### config.mk
export PLATFORM = sky130hd
export DESIGN_NAME = serial_adder
export DESIGN_NICKNAME = d
export VERILOG_FILES = /design/src/rtl/serial_adder_pkg.sv /design/src/rtl/full_adder_1bit.sv /design/src/rtl/serial_adder.sv
export SDC_FILE = /design/constraint.sdc
export NUM_CORES = 1
export LEC_CHECK = 0
export CORE_MARGIN = 5
export CORE_UTILIZATION = 35
export DETAILED_ROUTE_END_ITERATION = 8
export PLACE_DENSITY = 0.61
export SLEW_MARGIN = 10
export SYNTH_ARGS = -nofsm -noshare
export SYNTH_HDL_FRONTEND = slang
export SYNTH_SLANG_ARGS = --single-unit
### constraint.sdc
create_clock -name i_clk -period 2.95 [get_ports i_clk]
set_clock_uncertainty 0.2 [all_clocks]
set_input_delay 0.295 -clock i_clk [delete_from_list [all_inputs] [get_ports i_clk]]
set_output_delay 0.295 -clock i_clk [all_outputs]
set_load 0.02 [all_outputs]
### src/rtl/serial_adder_pkg.sv
// Shared types for the bit-serial adder/subtractor.
package serial_adder_pkg;

  typedef enum logic [1:0] {
    S_IDLE = 2'd0,
    S_RUN  = 2'd1,
    S_DONE = 2'd2
  } serial_state_e;

endpackage : serial_adder_pkg

### src/rtl/full_adder_1bit.sv
// Single-bit full adder; the only arithmetic cell used by serial_adder.
module full_adder_1bit (
  input  logic a,
  input  logic b,
  input  logic cin,
  output logic sum_c,
  output logic cout_c
);

  assign sum_c  = a ^ b ^ cin;
  assign cout_c = (a & b) | (a & cin) | (b & cin);

endmodule : full_adder_1bit

### src/rtl/serial_adder.sv
// Bit-serial WIDTH-bit adder/subtractor: one full adder reused LSB-first
// over WIDTH cycles, valid/ready handshake on operands and result.
module serial_adder
  import serial_adder_pkg::*;
#(
  parameter int unsigned WIDTH = 32
) (
  input  logic             i_clk,
  input  logic             i_rst_n,
  input  logic             i_valid,
  output logic             o_ready,
  input  logic [WIDTH-1:0] i_a,
  input  logic [WIDTH-1:0] i_b,
  input  logic             i_carry,
  input  logic             i_sub,
  output logic             o_valid,
  input  logic             i_ready,
  output logic [WIDTH-1:0] o_sum,
  output logic             o_carry,
  output logic             o_overflow
);

  localparam int unsigned CNT_W = $clog2(WIDTH);
  localparam logic [CNT_W-1:0] CNT_LAST = CNT_W'(WIDTH - 1);

  serial_state_e    state;
  serial_state_e    state_d;
  logic [CNT_W-1:0] cnt;
  logic [WIDTH-1:0] a_sh;
  logic [WIDTH-1:0] b_sh;
  logic [WIDTH-1:0] sum_sh;
  logic             carry_q;
  logic             fa_sum_c;
  logic             fa_cout_c;
  logic             last_bit_c;
  logic             accept_c;

  full_adder_1bit u_fa (
    .a      (a_sh[0]),
    .b      (b_sh[0]),
    .cin    (carry_q),
    .sum_c  (fa_sum_c),
    .cout_c (fa_cout_c)
  );

  assign o_ready    = (state == S_IDLE);
  assign accept_c   = i_valid & o_ready;
  assign last_bit_c = (cnt == CNT_LAST);

  // Next-state logic
  always_comb begin
    state_d = state;
    unique case (state)
      S_IDLE:  if (accept_c)   state_d = S_RUN;
      S_RUN:   if (last_bit_c) state_d = S_DONE;
      S_DONE:  if (i_ready)    state_d = S_IDLE;
      default: state_d = S_IDLE;
    endcase
  end

  // FSM state, bit counter, shift registers and result registers
  always_ff @(posedge i_clk) begin
    if (!i_rst_n) begin
      state      <= S_IDLE;
      cnt        <= '0;
      a_sh       <= '0;
      b_sh       <= '0;
      sum_sh     <= '0;
      carry_q    <= 1'b0;
      o_valid    <= 1'b0;
      o_sum      <= '0;
      o_carry    <= 1'b0;
      o_overflow <= 1'b0;
    end else begin
      state   <= state_d;
      o_valid <= (state_d == S_DONE);
      case (state)
        S_IDLE: begin
          if (accept_c) begin
            // Subtraction as A + ~B + 1; external carry-in is ignored.
            a_sh    <= i_a;
            b_sh    <= i_sub ? ~i_b : i_b;
            carry_q <= i_sub ? 1'b1 : i_carry;
            cnt     <= '0;
          end
        end
        S_RUN: begin
          a_sh    <= a_sh >> 1;
          b_sh    <= b_sh >> 1;
          sum_sh  <= {fa_sum_c, sum_sh[WIDTH-1:1]};
          carry_q <= fa_cout_c;
          if (last_bit_c) begin
            cnt        <= '0;
            o_sum      <= {fa_sum_c, sum_sh[WIDTH-1:1]};
            o_carry    <= fa_cout_c;
            // carry_q here is the carry into the MSB
            o_overflow <= carry_q ^ fa_cout_c;
          end else begin
            cnt <= cnt + CNT_W'(1);
          end
        end
        default: ;
      endcase
    end
  end

endmodule : serial_adder

# After elaboration in Yosys (flattened, before gate mapping)
# Cells that the tools add are included.
dict set report word_totals {
  regBits 139
  latch_bits 0
  mem_bits_rw 0
  mem_bits_ro 0
  input_bits 70
  out_inout_bits 36
  wordCells 45
  mem_count 0
}
dict set report op_classes {
  n_addsub 1
  mul 0
  n_div 0
  magnitude_cmp 0
  n_eq_ne 5
  shifts 0
  muxes 15
  bitwise_logic 10
  n_reduce_logical 4
}
# cell n
set op_table {}
lappend op_table {{$pmux W32 S2} 2}
lappend op_table {{$mux W32} 3}
lappend op_table {{$not A32 Y32} 1}
lappend op_table {{$mux W5} 2}
lappend op_table {{$pmux W5 S2} 1}
lappend op_table {{$mux W2} 3}
lappend op_table {{$pmux W2 S3} 1}
lappend op_table {{$add A5 B1 Y5 const B} 1}
lappend op_table {{$eq A5 B5 Y1 const B} 1}
lappend op_table {{$and A1 B1 Y1} 4}
lappend op_table {{$eq A2 B2 Y1 const B} 2}
lappend op_table {{$reduce_and A2 Y1} 2}
lappend op_table {{$xor A1 B1 Y1} 3}
lappend op_table {{$eq A2 B1 Y1 const B} 1}
lappend op_table {{$logic_not A2 Y1} 1}
lappend op_table {{$mux W1} 2}
lappend op_table {{$ne A2 B1 Y1 const B} 1}
lappend op_table {{$or A1 B1 Y1} 2}
lappend op_table {{$pmux W1 S2} 1}
lappend op_table {{$reduce_bool A2 Y1} 1}

# Depth between registers and ports, before layout
dict set report depth {
  word_depth 5
  ltp_mapped 8
  depth_no_buf 6
}

# Cells and area by module
# From an unflattened synthesis, not the netlist that was laid out.
dict set report hier_totals {
  hier_cells 653
  hier_area_um2 5574.1
}
# module instances cells_each area_per_inst_um2 seq_area_each_um2
set modules_own_cells {}
lappend modules_own_cells {serial_adder 1 652 5554.1 2762.6}
lappend modules_own_cells {full_adder_1bit 1 1 20.0 0.0}

# Worst setup path before layout
# Ideal clock, no wire load.
dict set report synth_timing {
  kind {flip-flop to flip-flop}
  from {register cnt[0]}
  to {register o_sum[1]}
  setup_time_ns 0.132
  arrival_ns 1.511
  slack_ns 1.106
  stages_incl_launch_ff 9
  n_path_buf 2
  cell_sequence {dfxtp_1 > ha_1 > and3_1 > ha_1 > and3b_1 > buf_2 > buf_4 > nand2_1 > a21oi_1}
}
dict set report synth_via {
  elab_chain_len 2
}
# item line
set synth_lines {}
lappend synth_lines {{from (decl)} serial_adder.sv:28} ;# logic [CNT_W-1:0] cnt;
lappend synth_lines {{from (signal assigned)} serial_adder.sv:99} ;# cnt <= cnt + CNT_W'(1);
lappend synth_lines {{$eq A5 B5 Y1} serial_adder.sv:48} ;# assign last_bit_c = (cnt == CNT_LAST);
lappend synth_lines {{$reduce_and A2 Y1 (no source line)} n/a}
lappend synth_lines {{to (signal assigned)} serial_adder.sv:94} ;# o_sum <= {fa_sum_c, sum_sh[WIDTH-1:1]};
lappend synth_lines {{to (decl)} serial_adder.sv:18} ;# output logic [WIDTH-1:0] o_sum,
# No other way between the ends.
# A chain may end at the register's enable or synchronous reset.

# Worst setup path in the final report
dict set report layout_timing {
  from {register state[0]}
  to {output o_ready}
}
dict set report layout_via {
  elab_chain_len 1
}
# item line
set layout_lines {}
lappend layout_lines {{from (decl)} serial_adder.sv:26} ;# serial_state_e state;
lappend layout_lines {{from (signal assigned)} serial_adder.sv:75} ;# state <= state_d;
lappend layout_lines {{$logic_not A2 Y1} serial_adder.sv:46} ;# assign o_ready = (state == S_IDLE);
lappend layout_lines {{to (decl)} serial_adder.sv:11} ;# output logic o_ready,
# No other way between the ends.

==> results.md <==
- Status: completed
- Routed Antenna Nets: 0
- Cells after Synth: 654
- Hold path depth: 2
- Setup TNS: 0 ps
- Critical path arrival: ~1900 ps
- First-pass iteration count of the detailed router: 4
- Most area-consuming cells after synthesis: dfxtp_1 48%, nand2_1 12%, a21oi_1 5.7%
- Post-route minimum period: 2400 ps
- Period utilization: 0.812
- Area Overhead vs Synth: 30.3%
- Initial antenna violation count: 0
- RSZ-0062 raised after global routing: false
- Final slew viol count: 0
- CTS Sinks: between 100 and 150
- Clk slew on worst S/H paths: approximately 50 ps
- YS warnings: 0
- Hold-fix buffers at CTS: 0
- Count of standard-cell rows: 46
- Final HPWL DP: between 8 and 9 mm
- Largest area contributor in the netlist: dfxtp_1
- Die Y-Extent: 138 um
- Post-Route Utilization: 0.468
- CTS tree: built
- Largest net degree at the start of global routing: 105
- Gpl congestion: between 0.7 and 0.8
- Drc violations: 0
- Worst R2R Path Depth: 7
- Setup Crit Path Kind: reg -> out
- I/O Pins: 106
- H-tree depth: 4
- Top cell type's share of synthesized area: 0.481
- Die area: 19100 um2
- Initial drt markers: 280
- Setup violations, final: 0
- Area of the multi-input gates: around 2700 um2
- Antenna diode count: 0
- Crit start category: flip-flop
- DR vias: ~4700
- Max-Cap Viols: 0
- Leakage: approximately 2.6 nW
- Worst min-delay path class: reg -> reg
- WHS: 252 ps
- Syn_area_per_cell: 8.78 um2
- Setup Buffers After CTS: 0
- Clock root buffer: clkbuf_16
- Nets: 805
- Cts bufs inserted: 17
- Post-synthesis cell area: 5740 um2
- Die width: 138 um
- CP Max Fanout: 17
- Vias per Instance: approximately 4.9
- Post-CTS Resized: 0
- Final wirelength: 13.1 mm
- Routed length per instance: roughly 14 um
- Number of global-route vias before repair: approximately 4500
- Filler cell count: 1551
- Syn_nets: between 700 and 800
- Total Routing Usage GR: 0.134
- Tightest Pin Transition: 850 ps
- Peak VDD IR: 427 uV
- First-pass GRT wire length: 21.6 mm
- Slew headroom: 0.433
- PwrDens: 630 nW/um2
- Worst-Skew Late Latency: 420 ps
- Yosys cell types: 35
- Max Fclk: 417 MHz
- Clock tree buffer depth: 2
- Register area share after synthesis: 0.481
- GRT overflow: 0
- IO buf count: 105
- #FFs+latches synth: 138
- Final hold violations: 0
- Layout cell share with drive strength beyond 1: 0.0927
- Flip-flop and latch area: 2760 um2
- Core ar.: 16000 um2
- Initial Utilization: 0.359
- Required @ worst endpoint: about 2500 ps
- CP Capture Type: primary output
-- power breakdown --
part	internal, W	leakage, nW	total [W]	switching [W]
combinational	0.000213	1.19	0.000465	0.000252
sequential	0.00195	1.13	0.00200	0.0000474
clock	0.00149	0.313	0.00226	0.000764
-- synth_stat cells --
| cell type | instances |
|---|---|
| o2bb2ai_1 | 31 |
| nor3_1 | 2 |
| buf_2 | 28 |
| xnor2_1 | 1 |
| clkbuf_1 | 14 |
| a21oi_1 | 65 |
| nand2_1 | 188 |
| a31oi_1 | 1 |
| a311oi_1 | 11 |
| inv_1 | 4 |
| and3b_1 | 1 |
| buf_4 | 13 |
| nand3b_1 | 1 |
| a311oi_2 | 20 |
| buf_6 | 3 |
| ha_1 | 2 |
| a211oi_1 | 3 |
| nor2b_2 | 1 |
| nor2b_1 | 1 |
| o311a_1 | 1 |
| fa_1 | 1 |
| nand3_1 | 1 |
| or3_1 | 1 |
| o21bai_1 | 1 |
| o221a_1 | 1 |
| a22oi_1 | 34 |
| nand2b_1 | 2 |
| xor2_1 | 32 |
| a32oi_1 | 2 |
| dfxtp_1 | 138 |
| nor2_1 | 45 |
| o21ba_4 | 1 |
| clkinv_1 | 1 |
| o221a_2 | 1 |
| and3_1 | 2 |
-- cell type report --
class                      count  share of cell area
clock buffer                  23              0.0652
timing repair buffer         117               0.153
sequential                   138               0.369
inverter                       5             0.00267
tap                          216              0.0361
clock inverter                 8              0.0187
multi-input combinational    453               0.355
-- path summary, 6_finish.rpt --
path,slack [ps],to,startpoint
worst max-delay path,550,o_ready,state[0]
worst min-delay path,250,o_sum[6],o_sum[6]
worst max register to register,570,o_sum[14],cnt[0]
worst min register to register,250,o_sum[6],o_sum[6]
-- metal layers --
| layer | GRT usage | share of wire | wire [um] | vias up |
|---|---|---|---|---|
| met5 | 0 | 0 | 0 | - |
| met4 | 0.0588 | 0.018 | 232 | 0 |
| met3 | 0.0386 | 0.057 | 748 | 18 |
| met2 | 0.210 | 0.46 | 6020 | 116 |
| met1 | 0.173 | 0.47 | 6090 | 2196 |
| li1 | - | - | - | 2403 |
-- cells in the final DEF, fill, tap and decap left out, types with 17 or more instances in the layout --
cell type,n
clkdlybuf4s50_1,104
dfxtp_1,138
xor2_1,32
clkbuf_16,17
a22oi_1,34
nand2_1,188
nor2_1,44
a21oi_1,65
o2bb2ai_1,31
a311oi_2,20
-- cells by family after synthesis --
| group | count (synthesis) | share of synthesized area |
|---|---|---|
| xor gates and xnor gates | 33 | 0.0503 |
| adders and majority gates | 3 | 0.00784 |
| and+or+nand+nor | 245 | 0.166 |
| DFF | 138 | 0.481 |
| buffers and inverters | 63 | 0.0597 |
| AOI/OAI and AO/OA | 172 | 0.235 |
-- worst max-delay path, stage by stage, from the launching register on --
cell and delay, ps:
dfxtp_1 390, buf_4 230, nor2_1 210, clkdlybuf4s50_1 660
-- metrics by stage --
stage	power [W]	cell area [um2]	cells	setup WS (ps)
CTS	0.00476	7480	960	530
detailed placement	0.00250	6850	929	541
finish	0.00472	7480	960	553
global route	0.00491	7480	960	393
floorplan	0.00234	5740	654	1110
global placement	0.00249	6850	929	578
-- state kept, by name, summed over array words and instances (netlist names), 2 cells and up --
signal / count
a_sh: 32
b_sh: 32
cnt: 5
o_sum: 32
state: 2
sum_sh: 31
No activity file was read; power rests on OpenSTA's default activity.
